$ cat src/rtl/ntt_pkg.sv
// Shared constants, FSM state type and index helpers for the NTT zeta table writer.
// Supplies the DATA_WIDTH / NTT_STAGE_CNT build defaults when the integration does not.
`ifndef DATA_WIDTH
`define DATA_WIDTH 12
`endif
`ifndef NTT_STAGE_CNT
`define NTT_STAGE_CNT 7
`endif

package ntt_pkg;

  localparam int NTT_Q           = 3329;
  localparam int NTT_ZETA        = 17;
  localparam int NTT_MONT_R_MODQ = 2285;

  typedef enum logic [2:0] {
    ST_IDLE,
    ST_PRECOMP,
    ST_ENTRY,
    ST_WRITE,
    ST_DONE
  } zt_state_e;

  function automatic logic [15:0] brv(input logic [15:0] k, input int n);
    logic [15:0] r;
    r = '0;
    for (int i = 0; i < 16; i++) begin
      if (i < n) r[i] = k[n-1-i];
    end
    return r;
  endfunction

  // Returns {stage, addr}: stage = floor(log2 k), addr = k with its leading one cleared.
  function automatic logic [31:0] decode_k(input logic [15:0] k);
    logic [15:0] s;
    logic [15:0] a;
    s = '0;
    for (int i = 0; i < 16; i++) begin
      if (k[i]) s = 16'(i);
    end
    a = k & ~(16'd1 << s);
    return {s, a};
  endfunction

endpackage

$ cat src/rtl/zeta_table_writer_if.sv
// Controller/RAM-side bundle of the zeta table writer: start/busy/done plus the RAM write port.
interface zeta_table_writer_if #(
  parameter int DATA_WIDTH = `DATA_WIDTH,
  parameter int STAGE_CNT  = `NTT_STAGE_CNT
);
  localparam int SW = $clog2(STAGE_CNT);
  localparam int AW = STAGE_CNT - 1;

  logic                  start;
  logic                  busy;
  logic                  done;
  logic                  wr_en;
  logic [SW-1:0]         wr_stage;
  logic [AW-1:0]         wr_addr;
  logic [DATA_WIDTH-1:0] wr_data;

  modport master (
    input  start,
    output busy, done, wr_en, wr_stage, wr_addr, wr_data
  );

  modport slave (
    output start,
    input  busy, done, wr_en, wr_stage, wr_addr, wr_data
  );
endinterface

$ cat src/rtl/zeta_modmul.sv
// a*b mod Q with Barrett reduction; fixed 2-cycle latency, no stall.
// Stage 1 registers the full product, stage 2 registers the fully reduced remainder.
module zeta_modmul #(
  parameter int DATA_WIDTH = `DATA_WIDTH,
  parameter int Q          = 3329
) (
  input  logic                  i_clk,
  input  logic                  i_rst,
  input  logic [DATA_WIDTH-1:0] i_a,
  input  logic [DATA_WIDTH-1:0] i_b,
  output logic [DATA_WIDTH-1:0] o_res
);
  localparam int K = 2 * DATA_WIDTH;
  localparam logic [K-1:0] BARRETT_M = K'((64'd1 << K) / Q);
  localparam logic [K-1:0] QK        = K'(Q);

  logic [K-1:0]          r_prod;
  logic [DATA_WIDTH-1:0] r_res;
  logic [2*K-1:0]        w_qm;
  logic [K-1:0]          w_q;
  logic [K-1:0]          w_qq;
  logic [K-1:0]          w_rem;

  // Quotient estimate is at most one short, so the remainder lands in [0, 2Q).
  always_comb begin
    w_qm  = {{K{1'b0}}, r_prod} * {{K{1'b0}}, BARRETT_M};
    w_q   = K'(w_qm >> K);
    w_qq  = w_q * QK;
    w_rem = r_prod - w_qq;
  end

  always_ff @(posedge i_clk or posedge i_rst) begin
    if (i_rst) begin
      r_prod <= '0;
      r_res  <= '0;
    end else begin
      r_prod <= {{DATA_WIDTH{1'b0}}, i_a} * {{DATA_WIDTH{1'b0}}, i_b};
      r_res  <= (w_rem >= QK) ? DATA_WIDTH'(w_rem - QK) : DATA_WIDTH'(w_rem);
    end
  end

  assign o_res = r_res;
endmodule

$ cat src/rtl/zeta_table_writer.sv
// Run-time NTT zeta table generator: streams zeta^brv(k) mod Q, stage-major, k ascending.
// Build option ZETA_MONT_EN: values are written scaled by 2^16 mod Q (Montgomery domain).
//   state   | meaning
//   IDLE    | waiting for start
//   PRECOMP | p[b] = p[b-1]^2, b = 1..STAGE_CNT-1
//   ENTRY   | acc *= e[b] ? p[b] : 1, one 3-cycle step per exponent bit
//   WRITE   | write strobe for entry k, then k++
//   DONE    | one-cycle done pulse
module zeta_table_writer
  import ntt_pkg::*;
#(
  parameter int DATA_WIDTH  = `DATA_WIDTH,
  parameter int STAGE_CNT   = `NTT_STAGE_CNT,
  parameter int Q           = NTT_Q,
  parameter int ZETA        = NTT_ZETA,
  parameter int MONT_R_MODQ = NTT_MONT_R_MODQ
) (
  input  logic                i_clk,
  input  logic                i_rst,
  zeta_table_writer_if.master bus
);
  localparam int SW = $clog2(STAGE_CNT);
  localparam int AW = STAGE_CNT - 1;
  localparam int KW = STAGE_CNT;
`ifdef ZETA_MONT_EN
  localparam bit MONT_EN = 1'b1;
`else
  localparam bit MONT_EN = 1'b0;
`endif
  localparam logic [DATA_WIDTH-1:0] ACC_INIT =
    MONT_EN ? DATA_WIDTH'(MONT_R_MODQ) : DATA_WIDTH'(1);
  localparam logic [KW-1:0] K_LAST     = '1;
  localparam logic [SW-1:0] BIT_LAST   = SW'(STAGE_CNT - 1);
  localparam logic [1:0]    PH_ISSUE   = 2'd2;
  localparam logic [1:0]    PH_CAPTURE = 2'd0;

  zt_state_e             r_state;
  zt_state_e             w_nxt_state;
  logic [KW-1:0]         r_k;
  logic [SW-1:0]         r_bit;
  logic [1:0]            r_phase;
  logic [DATA_WIDTH-1:0] r_acc;
  logic [DATA_WIDTH-1:0] r_pow [STAGE_CNT];

  logic                  r_busy;
  logic                  r_done;
  logic                  r_wr_en;
  logic [SW-1:0]         r_wr_stage;
  logic [AW-1:0]         r_wr_addr;
  logic [DATA_WIDTH-1:0] r_wr_data;

  logic [KW-1:0]         w_exp;
  logic [SW-1:0]         w_prev_bit;
  logic                  w_cap;
  logic                  w_bit_last;
  logic [DATA_WIDTH-1:0] w_mul_a;
  logic [DATA_WIDTH-1:0] w_mul_b;
  logic [DATA_WIDTH-1:0] w_mul_res;

  assign w_exp      = KW'(brv(16'(r_k), STAGE_CNT));
  assign w_prev_bit = r_bit - SW'(1);
  assign w_cap      = (r_phase == PH_CAPTURE);
  assign w_bit_last = (r_bit == BIT_LAST);

  zeta_modmul #(
    .DATA_WIDTH (DATA_WIDTH),
    .Q          (Q)
  ) u_modmul (
    .i_clk (i_clk),
    .i_rst (i_rst),
    .i_a   (w_mul_a),
    .i_b   (w_mul_b),
    .o_res (w_mul_res)
  );

  always_ff @(posedge i_clk or posedge i_rst) begin
    if (i_rst) r_state <= ST_IDLE;
    else       r_state <= w_nxt_state;
  end

  // Operands are held for the whole step; the multiplier only samples them in the issue cycle.
  always_comb begin
    w_nxt_state = r_state;
    w_mul_a     = r_acc;
    w_mul_b     = DATA_WIDTH'(1);
    case (r_state)
      ST_IDLE: begin
        if (bus.start) w_nxt_state = ST_PRECOMP;
      end
      ST_PRECOMP: begin
        w_mul_a = r_pow[w_prev_bit];
        w_mul_b = r_pow[w_prev_bit];
        if (w_cap && w_bit_last) w_nxt_state = ST_ENTRY;
      end
      ST_ENTRY: begin
        if (w_exp[r_bit]) w_mul_b = r_pow[r_bit];
        if (w_cap && w_bit_last) w_nxt_state = ST_WRITE;
      end
      ST_WRITE: begin
        w_nxt_state = (r_k == K_LAST) ? ST_DONE : ST_ENTRY;
      end
      ST_DONE: begin
        w_nxt_state = ST_IDLE;
      end
      default: begin
        w_nxt_state = ST_IDLE;
      end
    endcase
  end

  always_ff @(posedge i_clk or posedge i_rst) begin
    if (i_rst) begin
      r_k        <= '0;
      r_bit      <= '0;
      r_phase    <= '0;
      r_acc      <= '0;
      for (int i = 0; i < STAGE_CNT; i++) r_pow[i] <= '0;
      r_busy     <= 1'b0;
      r_done     <= 1'b0;
      r_wr_en    <= 1'b0;
      r_wr_stage <= '0;
      r_wr_addr  <= '0;
      r_wr_data  <= '0;
    end else begin
      r_busy  <= (w_nxt_state == ST_PRECOMP) || (w_nxt_state == ST_ENTRY) ||
                 (w_nxt_state == ST_WRITE);
      r_done  <= (w_nxt_state == ST_DONE);
      r_wr_en <= (w_nxt_state == ST_WRITE);
      case (r_state)
        ST_IDLE: begin
          if (bus.start) begin
            r_pow[0] <= DATA_WIDTH'(ZETA);
            r_k      <= KW'(1);
            r_bit    <= SW'(1);
            r_phase  <= PH_ISSUE;
          end
        end
        ST_PRECOMP: begin
          if (w_cap) begin
            r_pow[r_bit] <= w_mul_res;
            r_phase      <= PH_ISSUE;
            if (w_bit_last) begin
              r_bit <= '0;
              r_acc <= ACC_INIT;
            end else begin
              r_bit <= r_bit + SW'(1);
            end
          end else begin
            r_phase <= r_phase - 2'd1;
          end
        end
        ST_ENTRY: begin
          if (w_cap) begin
            r_acc   <= w_mul_res;
            r_phase <= PH_ISSUE;
            if (w_bit_last) begin
              r_bit      <= '0;
              r_wr_stage <= SW'(decode_k(16'(r_k)) >> 16);
              r_wr_addr  <= AW'(decode_k(16'(r_k)));
              r_wr_data  <= w_mul_res;
            end else begin
              r_bit <= r_bit + SW'(1);
            end
          end else begin
            r_phase <= r_phase - 2'd1;
          end
        end
        ST_WRITE: begin
          r_k     <= r_k + KW'(1);
          r_bit   <= '0;
          r_phase <= PH_ISSUE;
          r_acc   <= ACC_INIT;
        end
        default: begin
        end
      endcase
    end
  end

  assign bus.busy     = r_busy;
  assign bus.done     = r_done;
  assign bus.wr_en    = r_wr_en;
  assign bus.wr_stage = r_wr_stage;
  assign bus.wr_addr  = r_wr_addr;
  assign bus.wr_data  = r_wr_data;
endmodule

$ cat src/flat_wrapper.sv
// flat-port wrapper written by rule: the top's interface ports become plain ports
module zeta_table_writer_flat import ntt_pkg::*;
#(
  parameter int DATA_WIDTH  = `DATA_WIDTH,
  parameter int STAGE_CNT   = `NTT_STAGE_CNT,
  parameter int Q           = NTT_Q,
  parameter int ZETA        = NTT_ZETA,
  parameter int MONT_R_MODQ = NTT_MONT_R_MODQ
)
  (i_clk, i_rst, bus_start, bus_busy, bus_done, bus_wr_en, bus_wr_stage, bus_wr_addr, bus_wr_data);
  zeta_table_writer_if #(.DATA_WIDTH(DATA_WIDTH), .STAGE_CNT(STAGE_CNT)) bus_i ();
  input  logic i_clk;
  input  logic i_rst;
  input wire logic [$bits(bus_i.start)-1:0] bus_start;
  output wire logic [$bits(bus_i.busy)-1:0] bus_busy;
  output wire logic [$bits(bus_i.done)-1:0] bus_done;
  output wire logic [$bits(bus_i.wr_en)-1:0] bus_wr_en;
  output wire logic [$bits(bus_i.wr_stage)-1:0] bus_wr_stage;
  output wire logic [$bits(bus_i.wr_addr)-1:0] bus_wr_addr;
  output wire logic [$bits(bus_i.wr_data)-1:0] bus_wr_data;
  assign bus_i.start = bus_start;
  assign bus_busy = bus_i.busy;
  assign bus_done = bus_i.done;
  assign bus_wr_en = bus_i.wr_en;
  assign bus_wr_stage = bus_i.wr_stage;
  assign bus_wr_addr = bus_i.wr_addr;
  assign bus_wr_data = bus_i.wr_data;
  zeta_table_writer #(.DATA_WIDTH(DATA_WIDTH), .STAGE_CNT(STAGE_CNT), .Q(Q), .ZETA(ZETA), .MONT_R_MODQ(MONT_R_MODQ)) u_core (.i_clk(i_clk), .i_rst(i_rst), .bus(bus_i));
endmodule
$ cat config.mk
export PLATFORM = sky130hd
export DESIGN_NAME = zeta_table_writer_flat
export DESIGN_NICKNAME = d
export VERILOG_FILES = /design/src/rtl/ntt_pkg.sv /design/src/rtl/zeta_table_writer_if.sv /design/src/rtl/zeta_modmul.sv /design/src/rtl/zeta_table_writer.sv /design/src/flat_wrapper.sv
export SDC_FILE = /design/constraint.sdc
export NUM_CORES = 1
export LEC_CHECK = 0
export CAP_MARGIN = 25
export CORE_MARGIN = 4
export CORE_UTILIZATION = 65
export CTS_BUF_LIST = sky130_fd_sc_hd__clkbuf_4 sky130_fd_sc_hd__clkbuf_8 sky130_fd_sc_hd__clkbuf_16
export DETAILED_ROUTE_END_ITERATION = 8
export HOLD_SLACK_MARGIN = 0.06
export PLACE_DENSITY_LB_ADDON = 0.1
export SYNTH_ARGS = -nofsm -noshare
export SYNTH_HDL_FRONTEND = slang
export SYNTH_SLANG_ARGS = --single-unit
$ cat constraint.sdc
create_clock -name i_clk -period 18 [get_ports i_clk]
set_input_delay 2.7 -clock i_clk [delete_from_list [all_inputs] [get_ports i_clk]]
set_output_delay 2.7 -clock i_clk [all_outputs]
set_load 0.01 [all_outputs]
# Word-level counts from Yosys, hierarchy flattened
# Index checks and enable logic that the tools add are counted.
# word_totals
word_cells	116
out_inout_bits	24
ff_bits	171
# classes
eq_ne	14
n_lt_le_gt_ge	5
bitwise	4
reduce_logical	18
n_shift	1
muxes	45
mul	3
n_addsub	6
# op_table
cell	n
2-to-1 mux 12 bit	12
bitwise mux 84 bit	1
2-to-1 mux 84 bit	1
binary-select mux 12 bit (select 3 bit)	2
2-to-1 mux 16 bit	3
one-hot mux 12 bit (2 select lines)	2
multiplier 24 x 13 -> 37 bit (second input constant)	1
demux 12 bit (select 3 bit)	1
one-hot mux 12 bit (3 select lines)	1
2-to-1 mux 3 bit	10
greater-or-equal comparator 24 x 12 -> 1 bit (second input constant)	1
multiplier 12 x 12 -> 24 bit	1
multiplier 13 x 12 -> 24 bit (second input constant)	1
subtractor 24 bit	1
left shift 1 x 16 -> 6 bit (first input constant)	1
one-hot mux 7 bit (2 select lines)	1
equality test 3 x 2 -> 1 bit (second input constant)	4
one-hot mux 3 bit (4 select lines)	1
subtractor 12 bit (second input constant)	1
one-hot mux 3 bit (3 select lines)	1
AND reduction 3 bit	3
greater-or-equal comparator 4 bit (second input constant)	2
2-to-1 mux 2 bit	4
inequality test 2 x 1 -> 1 bit (second input constant)	4
26 further kinds	36

# Longest topological paths before layout
# depth
word_depth	12
ltp_mapped	42
depth_no_buf	40

# Hierarchy
# From an unflattened synthesis, not the netlist that was laid out.
# hier_totals
cells_unflattened	2139
area_unflattened_um2	21079.0
# modules_own_cells
module	cells_per_inst	n_inst	area_per_inst_um2	seq_area_each_um2
zeta_modmul	1450	1	13840.8	900.9
zeta_table_writer	689	1	7238.2	3378.2

# Worst setup path after synthesis
# No wires, ideal clock.
# synth_timing
path_kind	register to register
start	register u_core.u_modmul.r_prod[21]
end	register u_core.u_modmul.r_res[2], in the netlist u_core.u_modmul.o_res[2]
setup_slack_ps	7744
period_less_slack_ps	10256
arrival_time_ps	10177
required_time_ps	17920
stages_incl_launch_ff	40
path_cell_list	dfrtp_1 -> inv_1 -> fa_1 -> fa_1 -> inv_1 -> fa_1 -> fa_1 -> inv_1 -> fa_1 -> inv_1 -> ha_1 -> a21o_1 -> a21oi_1 -> o21ai_0 -> o2111ai_1 -> nand2_1 -> or4_1 -> a31oi_1 -> (+4 left out) -> ha_1 -> inv_1 -> fa_1 -> inv_1 -> fa_1 -> inv_1 -> ha_1 -> clkbuf_1 -> a21o_1 -> a31oi_1 -> o21ai_0 -> a221o_1 -> or4_1 -> or4_1 -> or4_4 -> buf_6 -> nand2_1 -> xor2_1
# synth_between
elab_chain_cells	5
word_cells_on_any_way	6
cone_classes	2 x add/sub; 2 x mul; 1 x order compare; 1 x mux
# synth_lines
item	line_no	text
from (decl)	zeta_modmul.sv:17	logic [K-1:0] r_prod;
from (signal assigned)	zeta_modmul.sv:37	r_prod <= {{DATA_WIDTH{1'b0}}, i_a} * {{DATA_WIDTH{1'b0}}, i_b};
multiplier 24 x 13 -> 37 bit	zeta_modmul.sv:26	w_qm = {{K{1'b0}}, r_prod} * {{K{1'b0}}, BARRETT_M};
multiplier 13 x 12 -> 24 bit	zeta_modmul.sv:28	w_qq = w_q * QK;
subtractor 24 bit (*)	zeta_modmul.sv:29	w_rem = r_prod - w_qq;
greater-or-equal comparator 24 x 12 -> 1 bit or subtractor 12 bit (tied branches)	zeta_modmul.sv:38	r_res <= (w_rem >= QK) ? DATA_WIDTH'(w_rem - QK) : DATA_WIDTH'(w_rem);
2-to-1 mux 12 bit (*)	zeta_modmul.sv:38	
to (signal assigned)	zeta_modmul.sv:38	
to (decl)	zeta_modmul.sv:18	logic [DATA_WIDTH-1:0] r_res;
# Mark *: on every way between the ends. The rest lies on a longest branch, timed or not.
# A chain may end at the register's enable or synchronous reset.

# Worst setup path after layout
# layout_timing
start	register u_core.u_modmul.r_prod[8]
end	register u_core.u_modmul.r_res[3], in the netlist u_core.u_modmul.o_res[3]
# Same word-level chain as after synthesis.

==> results.py <==
metrics = {
    "outcome": {
        "status": "complete, no violations",
    },
    "sta": {
        "rsz0062_at_grt": "no",
        "skew_ps": 13.53,
        "max_freq_mhz": 88.03,
        "min_period_ps": 11360,
        "drv_slew": 0,
        "relSlewSlack_pct": 27.74,
        "fin_tns_setup_ps": 0,
        "worstMarginPinSlew_ps": 1082,
        "worst_slack_ps": 6641,
        "hold_ws_ps": 479.5,
        "finalCritPeriodShare_pct": 63.11,
        "setup_viol": 0,
        "hold_violations": 0,
    },
    "yosys": {
        "yosysWarnings": 0,
        "synth_edf_count": 0,
        "synth_area_leader_cell": "fa_1",
        "synthFlopType": "dfrtp_1",
        "async_flop_share_pct": 100.0,
        "synth_nets": 2703,
        "synthCells": 2171,
        "yosysUniqueCellTypes": 71,
        "yosysSeqAreaShare_pct": 20.38,
        "avgSynthCellArea_sq_um": 9.671,
        "synth.top_cell.area_share_pct": 24.41,
        "synth_seq_cells": 171,
        "synth.area.top_cells": "fa_1 (24%), dfrtp_1 (20%), ha_1 (16%)",
        "syn_area_sq_mm": 0.02100,
    },
    "cells_and_area": {
        "diodes": 0,
        "utilization_pct": 69.92,
        "layout_commonest_cell": "inv_1",
        "final_cell_mix": "inv_1 (396), ha_1 (273), fa_1 (256), nand2_1 (210), dfrtp_1 (170)",
        "fin_nets": 2670,
        "area.growth.synth_to_final_pct": 5.626,
        "drive_above_1_share_pct": 7.485,
    },
    "placed_design": {
        "post-dp-hpwl_um": 38630,
        "pre_cts_ws_ps": 6685,
        "port_buffers": 26,
        "gp_congestion": 0.9397,
    },
    "cts": {
        "tritoncts": "yes",
        "postCtsSetupBuffers": 0,
        "insertion_delay_ps": 440,
        "postCtsHoldBufs": 0,
        "cts_resized": 0,
        "clkSinkCount": 171,
        "htreeDepth": 4,
        "cts_root_buffer": "clkbuf_16",
        "cts_buffer_depth": 2,
        "cts.reportedPaths.clkPinSlew_ps": 80,
        "cts_made_buffers": 17,
    },
    "critical_path": {
        "cpPeakStageDelay_ps": 660,
        "cp-start-kind": "flop",
        "timing.rr.start": "u_core.u_modmul.r_prod[8]$_DFF_PP0_",
        "cpMostUsedCell": "fa_1",
        "critPathMaxFanout": 13,
        "startpoint": "u_core.u_modmul.r_prod[8]$_DFF_PP0_",
        "crit_path_top_delay_cell": "or4_4",
        "endpoint_kind": "flop",
        "path_class": "reg -> reg",
        "cp.arrival_ps": 11680,
        "required_ps": 18320,
    },
    "floorplanning": {
        "initial_core_util_pct": 66.19,
        "boundaryPins": 27,
        "rows": 65,
        "dieHeight_um": 187.7,
        "die_area_sq_mm": 0.03524,
        "die_w_um": 187.7,
        "coreArea_sq_mm": 0.03172,
    },
    "routing": {
        "post_drt_wl_per_cell_um": 19.32,
        "vias": 15110,
        "wirelength_um": 49340,
        "dr.pass1.iters": 5,
        "drc": 0,
        "drt-initial-drc-count": 1098,
        "vias_per_cell": 5.918,
        "ant_nets": 0,
    },
    "grt": {
        "grt_pass1_wl_um": 82240,
        "grtUsageTotal_pct": 29.01,
        "first_global_vias": 15840,
        "grt_overflow": 0,
        "grt_start_max_net_pins": 115,
        "antenna_found_initial": 0,
    },
    "flow_run": {
        "cap_violations": 0,
    },
    "hold_path": {
        "hold_path.class": "reg -> reg",
        "hp-start": "u_core.bus.wr_data[10]$_DFFE_PP0P_",
    },
}
[metal layers]
metal,share of wire [%],vias to the layer above,global-route usage [%]
met1,44,7623,40.78
li1,-,6990,-
met4,1.6,0,6.437
met2,49,439,49.36
met3,4.8,57,3.146
met5,0,-,0
[kinds of logic (layout without fill, tap and decap cells)]
group	Yosys count	after routing	share of synthesized area, %
xor gates and xnor gates	58	58	2.485
and+or+nand+nor	496	496	10.95
adders and majority gates	529	529	40.68
DFF	171	171	20.38
buffers and inverters	492	472	8.832
AOI/OAI and AO/OA	298	298	9.076
muxes	127	127	7.592
[Yosys cell counts (21+ instances only)]
cell type	count
a21o_1	37
inv_1	397
o21ai_0	75
nor2_1	102
dfrtp_1	171
nand2_1	210
xnor2_1	39
fa_1	256
clkbuf_1	82
nand3_1	40
mux2i_1	31
nor2b_1	28
and2_1	25
a21oi_1	73
a31oi_1	21
ha_1	273
mux2_2	78
[stage by stage]
stage | cells | area (sq um)
after floorplan | 2171 | 21000
after global placement | 2520 | 21530
after detailed placement | 2520 | 21530
after CTS | 2552 | 22150
after global routing | 2553 | 22180
final | 2553 | 22180
[flip-flops by register name, summed over array words and instances, names as in the netlist, 2 cells and up]
signal	flops
u_core.r_phase	2
u_core.u_modmul.r_prod	24
u_core.r_pow	84
u_core.bus.wr_addr	6
u_core.bus.wr_data	12
u_core.r_state	3
u_core.r_k	7
u_core.bus.wr_stage	3
u_core.u_modmul.o_res	12
u_core.r_acc	12
u_core.r_bit	3
[final cells by class]
type                            instances  area [sq um]
Multi-Input combinational cell       1508         14870
Fill cell                            2439          9542
Sequential cell                       171          4280
Inverter                              398          1499
Tap cell                              402         503.0
Clock buffer                           17         425.4
Timing Repair Buffer                   42         400.4
Clock inverter                         15         193.9
[critical path, delay by kind of cell, from the launching register on]
kind | cells | cell delay [ps]
DFF | 1 | 640
buffers and inverters | 7 | 410
AOI/OAI and AO/OA | 9 | 2260
xor gates and xnor gates | 2 | 390
adders and majority gates | 11 | 5120
and+or+nand+nor | 7 | 2410
[path summary, 6_finish.rpt]
path                            cells after the start                             endpoint  slack [ps]
worst min-delay path                                2   u_core.bus.wr_data[10]$_DFFE_PP0P_         480
worst max register to register                     36   u_core.u_modmul.o_res[3]$_DFF_PP0_        6640
min in group asynchronous                           2  u_core.u_modmul.o_res[11]$_DFF_PP0_        2650
worst min register to register                      2   u_core.bus.wr_data[10]$_DFFE_PP0P_         480
max in group asynchronous                           3         u_core.r_acc[11]$_DFFE_PP0P_       14180
worst max-delay path                               36   u_core.u_modmul.o_res[3]$_DFF_PP0_        6640
Power is not shown: default switching activity piles up to over one toggle a cycle in this logic, so the estimate is an artifact.
